### src/rtl/divu_pkg.sv
// Shared types and width constants for the sequential restoring divider.
package divu_pkg;

   typedef enum logic [1:0] {
      IDLE,
      BUSY,
      DONE
   } state_e;

   localparam int DW_DEF = 8;
   localparam int VW_DEF = 4;

   // Bits needed to hold values 0..n-1.
   function automatic int clog2(input int n);
      int r;
      r = 0;
      while ((1 << r) < n) r++;
      return r;
   endfunction

endpackage

### src/rtl/divu8by4_seq_if.sv
// Operand/result handshake bundle between a producer/consumer and the divider.
interface divu8by4_seq_if
   import divu_pkg::*;
#(
   parameter int DW = DW_DEF,
   parameter int VW = VW_DEF
);
   logic          in_valid;
   logic          in_ready;
   logic [DW-1:0] dividend;
   logic [VW-1:0] divisor;
   logic          out_valid;
   logic          out_ready;
   logic [DW-1:0] quotient;
   logic [VW-1:0] remainder;
   logic          div_by_zero;

   modport master (
      output in_valid, dividend, divisor, out_ready,
      input  in_ready, out_valid, quotient, remainder, div_by_zero
   );

   modport slave (
      input  in_valid, dividend, divisor, out_ready,
      output in_ready, out_valid, quotient, remainder, div_by_zero
   );
endinterface

### src/rtl/divu_step.sv
// One combinational restoring-division step: shift in a dividend bit, trial-subtract D.
module divu_step #(
   parameter int VW = 4
) (
   input  logic [VW-1:0] i_r,
   input  logic          i_bit,
   input  logic [VW-1:0] i_d,
   output logic [VW:0]   o_r,
   output logic          o_q
);
   logic [VW:0] w_t;
   logic [VW:0] w_d;

   assign w_t = {i_r, i_bit};
   assign w_d = {1'b0, i_d};
   assign o_q = (w_t >= w_d);
   assign o_r = o_q ? (w_t - w_d) : w_t;
endmodule

### src/rtl/divu8by4_seq.sv
// Sequential unsigned restoring divider, one quotient bit per clock.
// Zero divisor short-circuits to an all-ones quotient with div_by_zero set.
module divu8by4_seq
   import divu_pkg::*;
#(
   parameter int DW = DW_DEF,
   parameter int VW = VW_DEF
) (
   input  logic          clk,
   input  logic          rst,
   divu8by4_seq_if.slave bus
);
   localparam int            CW       = (clog2(DW) < 1) ? 1 : clog2(DW);
   localparam logic [CW-1:0] CNT_LAST = CW'(DW - 1);

   state_e        r_state;
   logic [DW-1:0] r_q;
   logic [VW:0]   r_r;
   logic [VW-1:0] r_d;
   logic [CW-1:0] r_cnt;
   logic [DW-1:0] r_quot;
   logic [VW-1:0] r_rem;
   logic          r_in_ready;
   logic          r_out_valid;
   logic          r_dbz;

   logic [VW:0]   w_r_next;
   logic          w_q_bit;
   logic [DW-1:0] w_q_next;
   logic          w_unused_r_msb;

   divu_step #(.VW(VW)) u_step (
      .i_r   (r_r[VW-1:0]),
      .i_bit (r_q[DW-1]),
      .i_d   (r_d),
      .o_r   (w_r_next),
      .o_q   (w_q_bit)
   );

   assign w_q_next       = {r_q[DW-2:0], w_q_bit};
   // The partial remainder never exceeds D after a step, so its top bit only matters inside the step.
   assign w_unused_r_msb = r_r[VW];

   always_ff @(posedge clk) begin
      if (rst) begin
         r_state     <= IDLE;
         r_q         <= '0;
         r_r         <= '0;
         r_d         <= '0;
         r_cnt       <= '0;
         r_quot      <= '0;
         r_rem       <= '0;
         r_in_ready  <= 1'b1;
         r_out_valid <= 1'b0;
         r_dbz       <= 1'b0;
      end else begin
         case (r_state)
            IDLE: begin
               if (bus.in_valid && r_in_ready) begin
                  r_in_ready <= 1'b0;
                  if (bus.divisor != '0) begin
                     r_q     <= bus.dividend;
                     r_d     <= bus.divisor;
                     r_r     <= '0;
                     r_cnt   <= CNT_LAST;
                     r_state <= BUSY;
                  end else begin
                     r_quot      <= '1;
                     r_rem       <= '0;
                     r_dbz       <= 1'b1;
                     r_out_valid <= 1'b1;
                     r_state     <= DONE;
                  end
               end
            end
            BUSY: begin
               r_q <= w_q_next;
               r_r <= w_r_next;
               if (r_cnt == '0) begin
                  r_quot      <= w_q_next;
                  r_rem       <= w_r_next[VW-1:0];
                  r_out_valid <= 1'b1;
                  r_state     <= DONE;
               end else begin
                  r_cnt <= r_cnt - 1'b1;
               end
            end
            DONE: begin
               // Ready returns one cycle after the result is taken, never in the same cycle.
               if (bus.out_ready) begin
                  r_out_valid <= 1'b0;
                  r_dbz       <= 1'b0;
                  r_in_ready  <= 1'b1;
                  r_state     <= IDLE;
               end
            end
            default: begin
               r_state     <= IDLE;
               r_in_ready  <= 1'b1;
               r_out_valid <= 1'b0;
            end
         endcase
      end
   end

   assign bus.in_ready    = r_in_ready;
   assign bus.out_valid   = r_out_valid;
   assign bus.quotient    = r_quot;
   assign bus.remainder   = r_rem;
   assign bus.div_by_zero = r_dbz;
endmodule

### src/flat_wrapper.sv
// flat-port wrapper written by rule: the top's interface ports become plain ports
module divu8by4_seq_flat import divu_pkg::*;
#(
   parameter int DW = DW_DEF,
   parameter int VW = VW_DEF
)
  (clk, rst, bus_in_valid, bus_dividend, bus_divisor, bus_out_ready, bus_in_ready, bus_out_valid, bus_quotient, bus_remainder, bus_div_by_zero);
  divu8by4_seq_if #(.DW(DW), .VW(VW)) bus_i ();
  input  logic clk;
  input  logic rst;
  input wire logic [$bits(bus_i.in_valid)-1:0] bus_in_valid;
  input wire logic [$bits(bus_i.dividend)-1:0] bus_dividend;
  input wire logic [$bits(bus_i.divisor)-1:0] bus_divisor;
  input wire logic [$bits(bus_i.out_ready)-1:0] bus_out_ready;
  output wire logic [$bits(bus_i.in_ready)-1:0] bus_in_ready;
  output wire logic [$bits(bus_i.out_valid)-1:0] bus_out_valid;
  output wire logic [$bits(bus_i.quotient)-1:0] bus_quotient;
  output wire logic [$bits(bus_i.remainder)-1:0] bus_remainder;
  output wire logic [$bits(bus_i.div_by_zero)-1:0] bus_div_by_zero;
  assign bus_i.in_valid = bus_in_valid;
  assign bus_i.dividend = bus_dividend;
  assign bus_i.divisor = bus_divisor;
  assign bus_i.out_ready = bus_out_ready;
  assign bus_in_ready = bus_i.in_ready;
  assign bus_out_valid = bus_i.out_valid;
  assign bus_quotient = bus_i.quotient;
  assign bus_remainder = bus_i.remainder;
  assign bus_div_by_zero = bus_i.div_by_zero;
  divu8by4_seq #(.DW(DW), .VW(VW)) u_core (.clk(clk), .rst(rst), .bus(bus_i));
endmodule
### config.mk
export PLATFORM = sky130hd
export DESIGN_NAME = divu8by4_seq_flat
export DESIGN_NICKNAME = d
export VERILOG_FILES = /design/src/rtl/divu_pkg.sv /design/src/rtl/divu8by4_seq_if.sv /design/src/rtl/divu_step.sv /design/src/rtl/divu8by4_seq.sv /design/src/flat_wrapper.sv
export SDC_FILE = /design/constraint.sdc
export NUM_CORES = 1
export LEC_CHECK = 0
export BUFFER_PORTS_ARGS = -buffer_cell sky130_fd_sc_hd__buf_2
export CORE_MARGIN = 2
export CORE_UTILIZATION = 40
export DETAILED_ROUTE_END_ITERATION = 16
export GPL_TIMING_DRIVEN = 0
export PLACE_DENSITY = 0.7
export SLEW_MARGIN = 20
export SYNTH_ARGS = -nofsm -noshare
export SYNTH_HDL_FRONTEND = slang
export SYNTH_SLANG_ARGS = --single-unit
### constraint.sdc
create_clock -name clk -period 2.45 [get_ports clk]
set_input_delay 0.1225 -clock clk [delete_from_list [all_inputs] [get_ports clk]]
set_output_delay 0.1225 -clock clk [all_outputs]
set_load 0.005 [all_outputs]
**Yosys cells after proc, flatten, opt, wreduce, memory -nomap -nowiden**

Index checks and enable logic that the tools add are counted.

- Bitwise logic cells: 1
- Eq/ne operators: 8
- Add/subtract/negate cells: 2
- Mux-type cells: 33
- Reductions and logical operators: 14
- Magnitude comparators: 1

Operators with widths:

| kind | count |
|---|---|
| $mux W8 | 5 |
| $pmux W8 S2 | 2 |
| $mux W4 | 6 |
| $pmux W4 S2 | 2 |
| $reduce_and A4 Y1 | 4 |
| $reduce_and A3 Y1 | 4 |
| $mux W3 | 3 |
| $mux W2 | 4 |
| $mux W1 | 6 |
| $ne A2 B1 Y1 const B | 3 |
| $ne A2 B2 Y1 const B | 3 |
| $pmux W1 S3 | 2 |
| $pmux W2 S3 | 1 |
| $pmux W3 S2 | 1 |
| $ge A5 B4 Y1 | 1 |
| $reduce_bool A2 Y1 | 2 |
| $reduce_bool A4 Y1 | 1 |
| $sub A4 B4 Y4 | 1 |
| $logic_not A3 Y1 | 1 |
| $sub A3 B1 Y3 const B | 1 |
| $eq A2 B1 Y1 const B | 1 |
| $eq A2 B2 Y1 const B | 1 |
| $logic_not A2 Y1 | 1 |
| $pmux W1 S2 | 1 |
| 2 further kinds | 2 |

- Input bits: 16
- Output and inout bits: 15
- Register bits after elaboration: 36
- Logic and storage cells: 69

**Logic depth before layout (Yosys ltp)**

- Depth in word-level cells: 4
- Gate-level depth with buffers: 8
- Gate-level depth less buffers: 7

**Hierarchy**

Synthesis repeated with hierarchy kept, for this count alone.

- Cell total of the unflattened synthesis: 205
- Area total of the unflattened synthesis: 1,840.5 sq um

Modules (own cells, without submodules):

| module | seq. area each (sq um) | area each (sq um) | cells an instance | instances |
|---|---|---|---|---|
| divu8by4_seq | 720.7 | 1,592.8 | 170 | 1 |
| divu_step | 0.0 | 247.7 | 35 | 1 |

**Worst setup path before layout**

No wires, ideal clock.

- Path type: register to register
- Start point: register u_core.r_d[1]
- End point: register u_core.r_r[1]
- Arrival time: 1.780 ns
- Clock period less this slack: 1.839 ns
- Setup time: 0.059 ns
- Cell stages (with the launch flop): 9
- Buffers on the path: 1
- Data required time: 2.391 ns
- Path slack: 0.611 ns
- Path through: dfxtp_1 -> inv_1 -> ha_1 -> or4_1 -> a21oi_1 -> a21o_1 -> buf_6 -> mux2i_1 -> a22o_1

- Longest elaborated chain between the ends: 3
- Elaborated cells on any way between the ends: 4
- Those cells by class: add/sub (1); order compare (1); mux (2)

RTL lines:

| what | line | text |
|---|---|---|
| start, declared | divu8by4_seq.sv:19 | `logic [VW-1:0] r_d;` |
| start signal, assigned | divu8by4_seq.sv:63 | `r_d <= bus.divisor;` |
| $sub A4 B4 Y4 / $ge A5 B4 Y1 (equally long branches) | divu_step.sv:17, divu_step.sv:16 |  |
| $mux W4 * | divu_step.sv:17 | `assign o_r = o_q ? (w_t - w_d) : w_t;` |
| $pmux W4 S2 * | divu8by4_seq.sv:57 | `case (r_state)` |
| end signal, assigned | divu8by4_seq.sv:78 | `r_r <= w_r_next;` |
| end, declared | divu8by4_seq.sv:18 | `logic [VW:0] r_r;` |

Every way passes the cells marked *; elsewhere a longest branch is shown, timed or not.
A chain may end at the register's enable or synchronous reset.

**Worst setup path in the final report**

- Start point: register u_core.r_d[1]
- End point: register u_core.r_r[0]

- Longest elaborated chain between the ends: 3

RTL lines:

| what | line | text |
|---|---|---|
| $ge A5 B4 Y1 | divu_step.sv:16 | `assign o_q = (w_t >= w_d);` |
| $mux W4 | divu_step.sv:17 |  |
| $pmux W4 S2 | divu8by4_seq.sv:57 |  |

No other way between the ends.

==> results.yml <==
outcome:
  status: "finished clean"
pwr:
  p_clk_share_pct: 32.0
  powerDensity_nw_per_um2: 834
  p_leak_nw: 0.882
  p_int_w: 0.00114
  comb_power_share_pct: 25.0
  peakVddDrop_v: 0.000269
  switchingPower_w: 0.000500
  p_seq_share_pct: 43.0
  sw_frac_of_total_pct: 30.5
global_route:
  grt_max_degree: 12
  grt_pass1_vias: 1333
  gr-total-overflow: 0
  grt_pass1_wl_um: 6030
  grt_use_total_pct: 17.6
  antenna_found_initial: 0
layout:
  layout_commonest_cell: "nor2_1"
  layout.nets: 252
  syn_to_final_growth_pct: 19.1
  mostFrequentLayoutCells: "nor2_1, dfxtp_1, buf_2"
  layout-drive-gt1-share_pct: 20.0
  n_antenna_cell: 0
timing:
  report.final.slew_viol_count: 0
  finClkSkew_ps: 10.5
  hold_ws_ps: 75.5
  clock.fmax_mhz: 485
  slew_headroom_pct: 63.1
  worstMarginPinSlew_ps: 553
  timing.final.crit_share_pct: 84.2
  rsz0062_at_grt: "no"
  fin_crit_ps: 2060
  hold_violations: 0
  setup_tns_ps: 0
  setup_viol: 0
yosys:
  synth_area_um2: 1650
  yosysSeqAreaShare_pct: 43.6
  synth_nets: 216
  syn_inst: 193
  ys_ff_latch: 36
  ys_types: 34
  yosysWarnings: 0
  syn_avg_cell_area_um2: 8.56
floorplanning:
  fp-row-count: 23
  core_area_um2: 4000
  pin_count: 31
  chipHeight_um: 68.3
  die_width_um: 68.3
  die-area_um2: 4660
  start_util_pct: 41.3
critical_path:
  critical_path_class: "reg -> reg"
  critPathArrivalTime_ps: 2310
  critPathLaunchType: "flop"
  slowest_delay_ps: 500
  crit_chain: "inv_1, ha_1, or4_1, a21oi_1, a21o_1, buf_6, mux2i_1, a22o_1"
  path_max_fanout: 6
  end_kind: "flop"
  critPathRequiredTime_ps: 2700
  cp_slowest_cell: "or4_1"
cts:
  post_cts_buffers: 0
  cts-buffers-inserted: 5
  cts_max_path_buffers: 2
  cts_num_sinks: 36
  cts_resized: 0
  hold_buffers: 0
  cts_tree: "yes"
  cts.clk_slew.worst_paths_ps: 80
  clk_latency_ps: 300
  cts_root_buf: "clkbuf_8"
  cts_htree_levels: 2
route:
  ant_nets: 0
  vias_per_cell: 5.17
  finalWirelength_um: 3730
  firstDrtPassIters: 4
  wl_per_cell_um: 13.3
  num_vias: 1447
  drc: 0
  drt-initial-drc-count: 90
place:
  post-dp-hpwl_um: 2690
  io_buffers: 29
  routabilityCongestion: 0.807
flow_run:
  maxCapViolCount: 0
min_path:
  hold_path.class: "in -> reg"
-- through the flow --
stage / instance area [µm²] / util, % / total power [W] / worst slack [ps] / instances
finish: 1970 / 49.2 / 0.00164 / 388 / 280
global route: 1970 / 49.2 / 0.00173 / 246 / 280
CTS: 1970 / 49.2 / 0.00165 / 375 / 280
floorplan: 1650 / - / 0.00101 / 611 / 193
global placement: 1860 / 46.5 / 0.00112 / 432 / 272
detailed placement: 1860 / 46.5 / 0.00113 / 397 / 272
-- power by group through the flow --
stage	Sequential, W	Clock, W	Combinational, W
6_report	0.000705	0.000525	0.000409
3_3_place_gp	0.000717	0	0.000399
3_5_place_dp	0.000718	0	0.000408
2_1_floorplan	0.000711	0	0.000302
5_1_grt	0.000715	0.000548	0.000465
4_1_cts	0.000705	0.000531	0.000410
-- cell usage after synthesis, drive strengths merged --
cell type / n / share of area [%]
a2111o: 2 / 1.4
a211oi: 2 / 1.5
a21o: 3 / 1.4
a21oi: 9 / 2.7
a221oi: 1 / 0.53
a22o: 4 / 2.1
a311oi: 3 / 1.6
a31oi: 3 / 1.5
a41oi: 1 / 0.53
and2b: 1 / 0.53
buf: 5 / 2.2
clkbuf: 5 / 1.1
dfxtp: 36 / 44
fa: 1 / 1.2
ha: 6 / 4.5
inv: 12 / 2.7
mux2i: 7 / 4.2
nand2: 6 / 1.4
nand2b: 4 / 1.5
nand3: 1 / 0.30
nand3b: 4 / 1.8
nand4: 1 / 0.38
nor2: 49 / 11
nor2b: 2 / 0.76
nor3: 10 / 3.0
nor4: 7 / 2.7
o21ai: 3 / 0.91
o22a: 1 / 0.61
o2bb2ai: 2 / 1.1
or4: 1 / 0.45
xnor2: 1 / 0.53
-- worst max-delay path: cells and delay by family (launching register included) --
| family | cells | cell delay [ps] |
|---|---|---|
| simple gates | 1 | 500 |
| compound gates | 3 | 450 |
| flops | 1 | 390 |
| mux | 1 | 270 |
| fa+ha+maj | 1 | 230 |
| buf+inv | 2 | 190 |
-- state kept, by name, indices dropped and copies added (netlist names) --
register	count
u_core.r_cnt	3
u_core.r_r	4
u_core.bus.in_ready	1
u_core.bus.remainder	4
u_core.bus.out_valid	1
u_core.bus.div_by_zero	1
u_core.r_state	2
u_core.r_d	4
u_core.bus.quotient	8
u_core.r_q	8
-- final cells by class --
type | count | area [µm²]
buffer | 10 | 55.1
tap | 50 | 62.6
sequential | 36 | 721
inverter | 12 | 45.0
timing repair buffer | 29 | 145
clock buffer | 6 | 72.6
multi-input combinational | 135 | 831
fill | 423 | 2030
clock inverter | 2 | 35.0
-- logic make-up after synthesis --
kind of cell	Yosys count	share of synthesized area, %
multiplexers	7	4.24
XOR/XNOR	1	0.530
AND/OR/NAND/NOR	86	23.9
AO/OA/AOI/OAI	34	15.8
flip-flops	36	43.6
buffers and inverters	22	6.06
adder cells (fa/ha/maj)	7	5.76
-- routing by layer --
metal  wire length, µm  global-route usage, %
met3               282                   4.93
met1              1710                   22.9
met4                38                   7.50
met2              1700                   27.3
met5                 0                      0
-- worst paths after layout --
path / startpoint / end / slack [ps] / cells past startpoint
setup / recovery: u_core.r_d[1] / u_core.r_r[0] / 390 / 8
hold / removal: bus_out_ready / u_core.bus.div_by_zero / 80 / 2
setup reg to reg: u_core.r_d[1] / u_core.r_r[0] / 390 / 8
hold reg to reg: u_core.bus.remainder[0] / u_core.bus.remainder[0] / 480 / 1
(Power assumes the default switching activity.)
